## src/rtl/rv_instr_split_pkg.sv

```systemverilog
// Bit positions of the RV32I instruction fields and a positional splitter
// shared by the field-splitter register stage.
package rv_instr_split_pkg;

  localparam int rs1Msb    = 19;
  localparam int rs1Lsb    = 15;
  localparam int rs2Msb    = 24;
  localparam int rs2Lsb    = 20;
  localparam int rdMsb     = 11;
  localparam int rdLsb     = 7;
  localparam int funct3Msb = 14;
  localparam int funct3Lsb = 12;
  localparam int funct7Msb = 31;
  localparam int funct7Lsb = 25;
  localparam int opCodeMsb = 6;
  localparam int opCodeLsb = 0;
  localparam int imm12Msb  = 31;
  localparam int imm12Lsb  = 20;
  localparam int imm20Msb  = 31;
  localparam int imm20Lsb  = 12;
  localparam int sHiMsb    = 31;
  localparam int sHiLsb    = 25;
  localparam int sLoMsb    = 11;
  localparam int sLoLsb    = 7;

  typedef struct packed {
    logic [4:0]  rs1;
    logic [4:0]  rs2;
    logic [4:0]  rd;
    logic [19:0] imm20;
    logic [11:0] imm12;
    logic [11:0] imm12S;
    logic [6:0]  opCode;
    logic [2:0]  funct3;
    logic [6:0]  funct7;
  } instrFields_t;

  // Extraction is purely positional; every field is produced regardless of format.
  function automatic instrFields_t splitInstr(input logic [31:0] instr);
    instrFields_t f;
    f.rs1    = instr[rs1Msb:rs1Lsb];
    f.rs2    = instr[rs2Msb:rs2Lsb];
    f.rd     = instr[rdMsb:rdLsb];
    f.imm20  = instr[imm20Msb:imm20Lsb];
    f.imm12  = instr[imm12Msb:imm12Lsb];
    f.imm12S = {instr[sHiMsb:sHiLsb], instr[sLoMsb:sLoLsb]};
    f.opCode = instr[opCodeMsb:opCodeLsb];
    f.funct3 = instr[funct3Msb:funct3Lsb];
    f.funct7 = instr[funct7Msb:funct7Lsb];
    return f;
  endfunction

endpackage

```

## src/rtl/rv_instr_split_sext.sv

```systemverilog
// Combinational 12-to-32 bit sign extender, reused by decode.
module rv_sext_12_32 (
  input  logic [11:0] immediate,
  output logic [31:0] extended
);

  assign extended = {{20{immediate[11]}}, immediate};

endmodule

```

## src/rtl/rv_instr_split.sv

```systemverilog
// Registered RV32I instruction field splitter: captures an instruction word
// and presents raw fields plus sign-extended I/S immediates one cycle later.
module rv_instr_split
  import rv_instr_split_pkg::*;
(
  input  logic        iwClk,
  input  logic        iwnRst,
  input  logic        iwValid,
  input  logic [31:0] iwInstr,
  output logic        owValid,
  output logic [4:0]  owRs1,
  output logic [4:0]  owRs2,
  output logic [4:0]  owRd,
  output logic [19:0] owImmediate20,
  output logic [11:0] owImmediate12,
  output logic [11:0] owImmediate12SClass,
  output logic [6:0]  owOpCode,
  output logic [2:0]  owFunct3,
  output logic [6:0]  owFunct7,
  output logic [31:0] owImmediate12Extended,
  output logic [31:0] owImmediate12SClassExtended
);

  instrFields_t fieldsQ;
  logic         validQ;

  // Fields only reload on a valid word; otherwise they hold and just valid drops.
  always_ff @(posedge iwClk or negedge iwnRst) begin
    if (!iwnRst) begin
      validQ  <= 1'b0;
      fieldsQ <= '0;
    end else begin
      validQ <= iwValid;
      if (iwValid) begin
        fieldsQ <= splitInstr(iwInstr);
      end
    end
  end

  assign owValid             = validQ;
  assign owRs1               = fieldsQ.rs1;
  assign owRs2               = fieldsQ.rs2;
  assign owRd                = fieldsQ.rd;
  assign owImmediate20       = fieldsQ.imm20;
  assign owImmediate12       = fieldsQ.imm12;
  assign owImmediate12SClass = fieldsQ.imm12S;
  assign owOpCode            = fieldsQ.opCode;
  assign owFunct3            = fieldsQ.funct3;
  assign owFunct7            = fieldsQ.funct7;

  // Extending from the registered fields keeps both views consistent, reset included.
  rv_sext_12_32 sextIClass (
    .immediate (fieldsQ.imm12),
    .extended  (owImmediate12Extended)
  );

  rv_sext_12_32 sextSClass (
    .immediate (fieldsQ.imm12S),
    .extended  (owImmediate12SClassExtended)
  );

endmodule

```

## config.mk

```make
export PLATFORM = sky130hd
export DESIGN_NAME = rv_instr_split
export DESIGN_NICKNAME = d
export VERILOG_FILES = /design/src/rtl/rv_instr_split_pkg.sv /design/src/rtl/rv_instr_split_sext.sv /design/src/rtl/rv_instr_split.sv
export SDC_FILE = /design/constraint.sdc
export NUM_CORES = 1
export LEC_CHECK = 0
export CAP_MARGIN = 20
export CORE_ASPECT_RATIO = 0.8
export CORE_UTILIZATION = 36
export DETAILED_ROUTE_END_ITERATION = 10
export PLACE_DENSITY = 0.87
export SLEW_MARGIN = 20
export SYNTH_ARGS = -nofsm -noshare
export SYNTH_HDL_FRONTEND = slang
export SYNTH_SLANG_ARGS = --single-unit
```

## constraint.sdc

```tcl
create_clock -name iwClk -period 4.6 [get_ports iwClk]
set_clock_uncertainty 0.2 [all_clocks]
set_input_delay 0.92 -clock iwClk [delete_from_list [all_inputs] [get_ports iwClk]]
set_output_delay 0.92 -clock iwClk [all_outputs]
set_load 0.03 [all_outputs]
```

# After elaboration in Yosys (flattened, before gate mapping)
# Index checks and enable logic that the tools add are counted.
word_totals:
  register_bits: 77
  word_cells: 10

# Logic depth before layout (Yosys ltp)
logic_depth:
  word_depth: 0
  depth_mapped: 3
  depth_no_buf: 1

# Modules after synthesis
# Synthesis repeated with hierarchy kept, for this count alone.
unflattened:
  hier_cells: 177
  area_unflattened_um2: 2180.8
by_module_without_submodules:
  columns: ["module", "instances", "cells_per_inst", "area_each_um2"]
  rows:
  - ["rv_instr_split", 1, 113, 1700.4]
  - ["rv_sext_12_32", 2, 32, 240.2]

# Worst setup path before layout
# OpenSTA, ideal clock, no wires.
synth_path:
  kind: "reg2out"
  start: "register, netlist name owImmediate20[19]"
  end: "output owImmediate12Extended[11]"
  arrival_time_ns: 1.475
  slack_ns: 2.005
  path_stages_with_launch: 2
  cell_sequence: "dfrtp_1 > buf_4"
synth_rtl:
  columns: ["item", "line_no", "text"]
  rows:
  - ["end: declaration", "rv_instr_split.sv:20", "output logic [31:0] owImmediate12Extended,"]

==> flow_metrics.tcl <==
set metrics [dict create \
    antenna_found_initial 0 \
    ys_ff_latch 33 \
    dp.cells 319 \
    cts_num_sinks 33 \
    start_util 0.3863 \
    drc 0 \
    pwr-share-comb 0.512 \
    path_clk_slew_ps 70 \
    ir_drop_uv 140.8 \
    ys_top_cells_by_area "dfrtp_1 38%, buf_4 37%, mux2_4 21%, buf_12 2.8%, mux2_2 1.0%" \
    synth_edf_count 0 \
    tns_ps 0 \
    cellLeakagePower_nw 1.371 \
    worst_pin_slew_ps 1007 \
    power_frac_seq 0.305 \
    hold_buffers 0 \
    synthTopCellsByCount "108 x buf_4, 33 x dfrtp_1, 30 x mux2_4" \
    p_switching_mw 0.4786 \
    post_cts.repair.setup_buffers 0 \
    grt_max_degree 48 \
    wl_per_cell_um 14.26 \
    min-delay-start "owOpCode[3]" \
    min_period_ps 3001 \
    clkPwrFrac 0.183 \
    worst-r2r-cell-count 1 \
    busiest_layer "met2" \
    grt.overflow.total 0 \
    run_status "completed" \
    hold_viol 0 \
    synthToLayoutAreaGrowth_pct 48.48 \
    rsz0062_at_grt "no" \
    maxCapViolCount 0 \
    syn_area_um2 2181 \
    multi_input_area_um2 473.0 \
    num_antenna_cells 0 \
    ys.flop_type "dfrtp_1" \
    synthCells 177 \
    crit_chain "clkdlybuf4s50_1" \
    worstPathRequired_ps 3480 \
    fillers 487 \
    cts.repair.resized 0 \
    finalPower_mw 1.171 \
    io_pins 176 \
    crit_path_top_delay_cell "clkdlybuf4s50_1" \
    setup_viol 0 \
    cts_max_path_buffers 2 \
    cts_buffers 5 \
    critPathArrivalTime_ps 1880 \
    cp_top_family "buffers and inverters" \
    met3_usage 0.03456 \
    async_reset_ff_frac 1.000 \
    reg2reg_from "owImmediate20[19]" \
    r2r_end "owImmediate20[19]" \
    h-tree-depth 2 \
    seq_area_frac_synth 0.3787 \
    firstDrtPassIters 3 \
    cp-end-kind "primary output" \
    via_per_inst 3.972 \
    start_kind "register" \
    numPortBuffers 175 \
    drt-total-wl_mm 4.663 \
    fin_cells 327 \
    path_max_fanout 47 \
    fmax_mhz 333.3 \
    final_nets 283 \
    ys_types 6 \
    rrSetupSlack_ps 3290 \
    hpwl_mm 3.586 \
    place_congestion 0.6628 \
    regArea_um2 827.0 \
    yosysWarnings 0 \
    synth_top_area_frac 0.3787 \
    row_count 24 \
    via_count 1299 \
    clk_latency_ps 280 \
    slew_headroom 0.3286 \
    root_buffer "clkbuf_8" \
    grtUsageTotal 0.1435 \
    syn_avg_cell_area_um2 12.32 \
    path_class "reg2out" \
    power_density_nw_per_um2 361.5 \
    grt_first_pass_wirelength_mm 6.817 \
    drt_iter0_drc 17 \
    min_period_over_period 0.6523 \
    cp.buffers_inverters 1 \
    antenna_left 0 \
    holdCritPathClass "reg2reg" \
    max_stage_delay_ps 820 \
    drv_slew 0 \
    met1_usage 0.1488 \
    switching_share 0.4088 \
    grtUsageMet2 0.2709 \
    drive_gt1_frac 0.1727 \
    hold_depth 1 \
    die_area_um2 6375 \
    die_h_um 71.62 \
    fp.coreArea_um2 5645 \
    synth_area_leader_cell "dfrtp_1" \
    hold_end "owOpCode[3]" \
    die_w_um 89.02 \
    grt_pass1_vias 1271 \
    yosysMostFrequentCell "buf_4" \
    synth_nets 212 \
    intPower_mw 0.6920 \
    tritoncts "yes" \
]
==> power groups by stage <==
stage	registers (mW)	clock network (mW)	logic (mW)
floorplan	0.415	0	0.399
global placement	0.360	0	0.596
detailed placement	0.364	0	0.604
CTS	0.359	0.224	0.605
global route	0.365	0.237	0.620
finish	0.357	0.214	0.599
==> cells by family (layout without fill, tap and decap cells) <==
kind of cell,count (synthesis),count (layout),share of synthesized area
buf+inv,112,184,0.4045
mux,32,32,0.2169
flops,33,33,0.3787
==> area by class of cell <==
class,count,area share
clock buffer,5,0.02125
tap,78,0.03014
multi-input combinational,32,0.1461
clock inverter,3,0.005410
timing repair buffer,176,0.5417
sequential,33,0.2554
==> cell usage in the layout (no fill, tap or decap), drive strengths merged <==
cell,synthesis,routed
clkdlybuf4s50,0,174
dfrtp,33,33
mux2,32,32
clkbuf,0,5
clkinv,0,2
buf,112,2
clkinvlp,0,1
==> routing by layer <==
metal	routed length [µm]	up-vias
li1	-	595
met1	1639	603
met2	2492	92
met3	439	9
met4	92	0
met5	0	-
==> through the flow <==
step / utilization / area [µm²] / hold slack (ps) / setup slack, ps
2_1_floorplan: - / 2181 / 424.4 / 2005
3_3_place_gp: 0.5581 / 3151 / 292.1 / 1613
3_5_place_dp: 0.5581 / 3151 / 293.0 / 1469
4_1_cts: 0.5734 / 3237 / 316.8 / 1154
5_1_grt: 0.5736 / 3238 / 343.5 / 1480
6_report: 0.5736 / 3238 / 311.8 / 1599
==> sequential cells by signal (all words and copies together), names as in the netlist <==
| signal | flops |
|---|---|
| owRs1 | 4 |
| owRd | 4 |
| owValid | 1 |
| owImmediate20 | 12 |
| owOpCode | 7 |
| owImmediate12SClass | 1 |
| owRs2 | 4 |
==> worst max-delay path by stage <==
stage | slack, ps | depth (start not counted) | endpoint | from
global route | 1480 | 1 | owImmediate12Extended[17] | owImmediate20[19]
global placement | 1610 | 1 | owImmediate12Extended[27] | owImmediate20[19]
detailed placement | 1470 | 1 | owImmediate12Extended[19] | owImmediate20[19]
floorplan | 2000 | 1 | owImmediate12Extended[11] | owImmediate20[19]
CTS | 1150 | 1 | owImmediate12Extended[19] | owImmediate20[19]
finish | 1600 | 1 | owImmediate12Extended[19] | owImmediate20[19]
No activity file was read; power rests on OpenSTA's default activity.
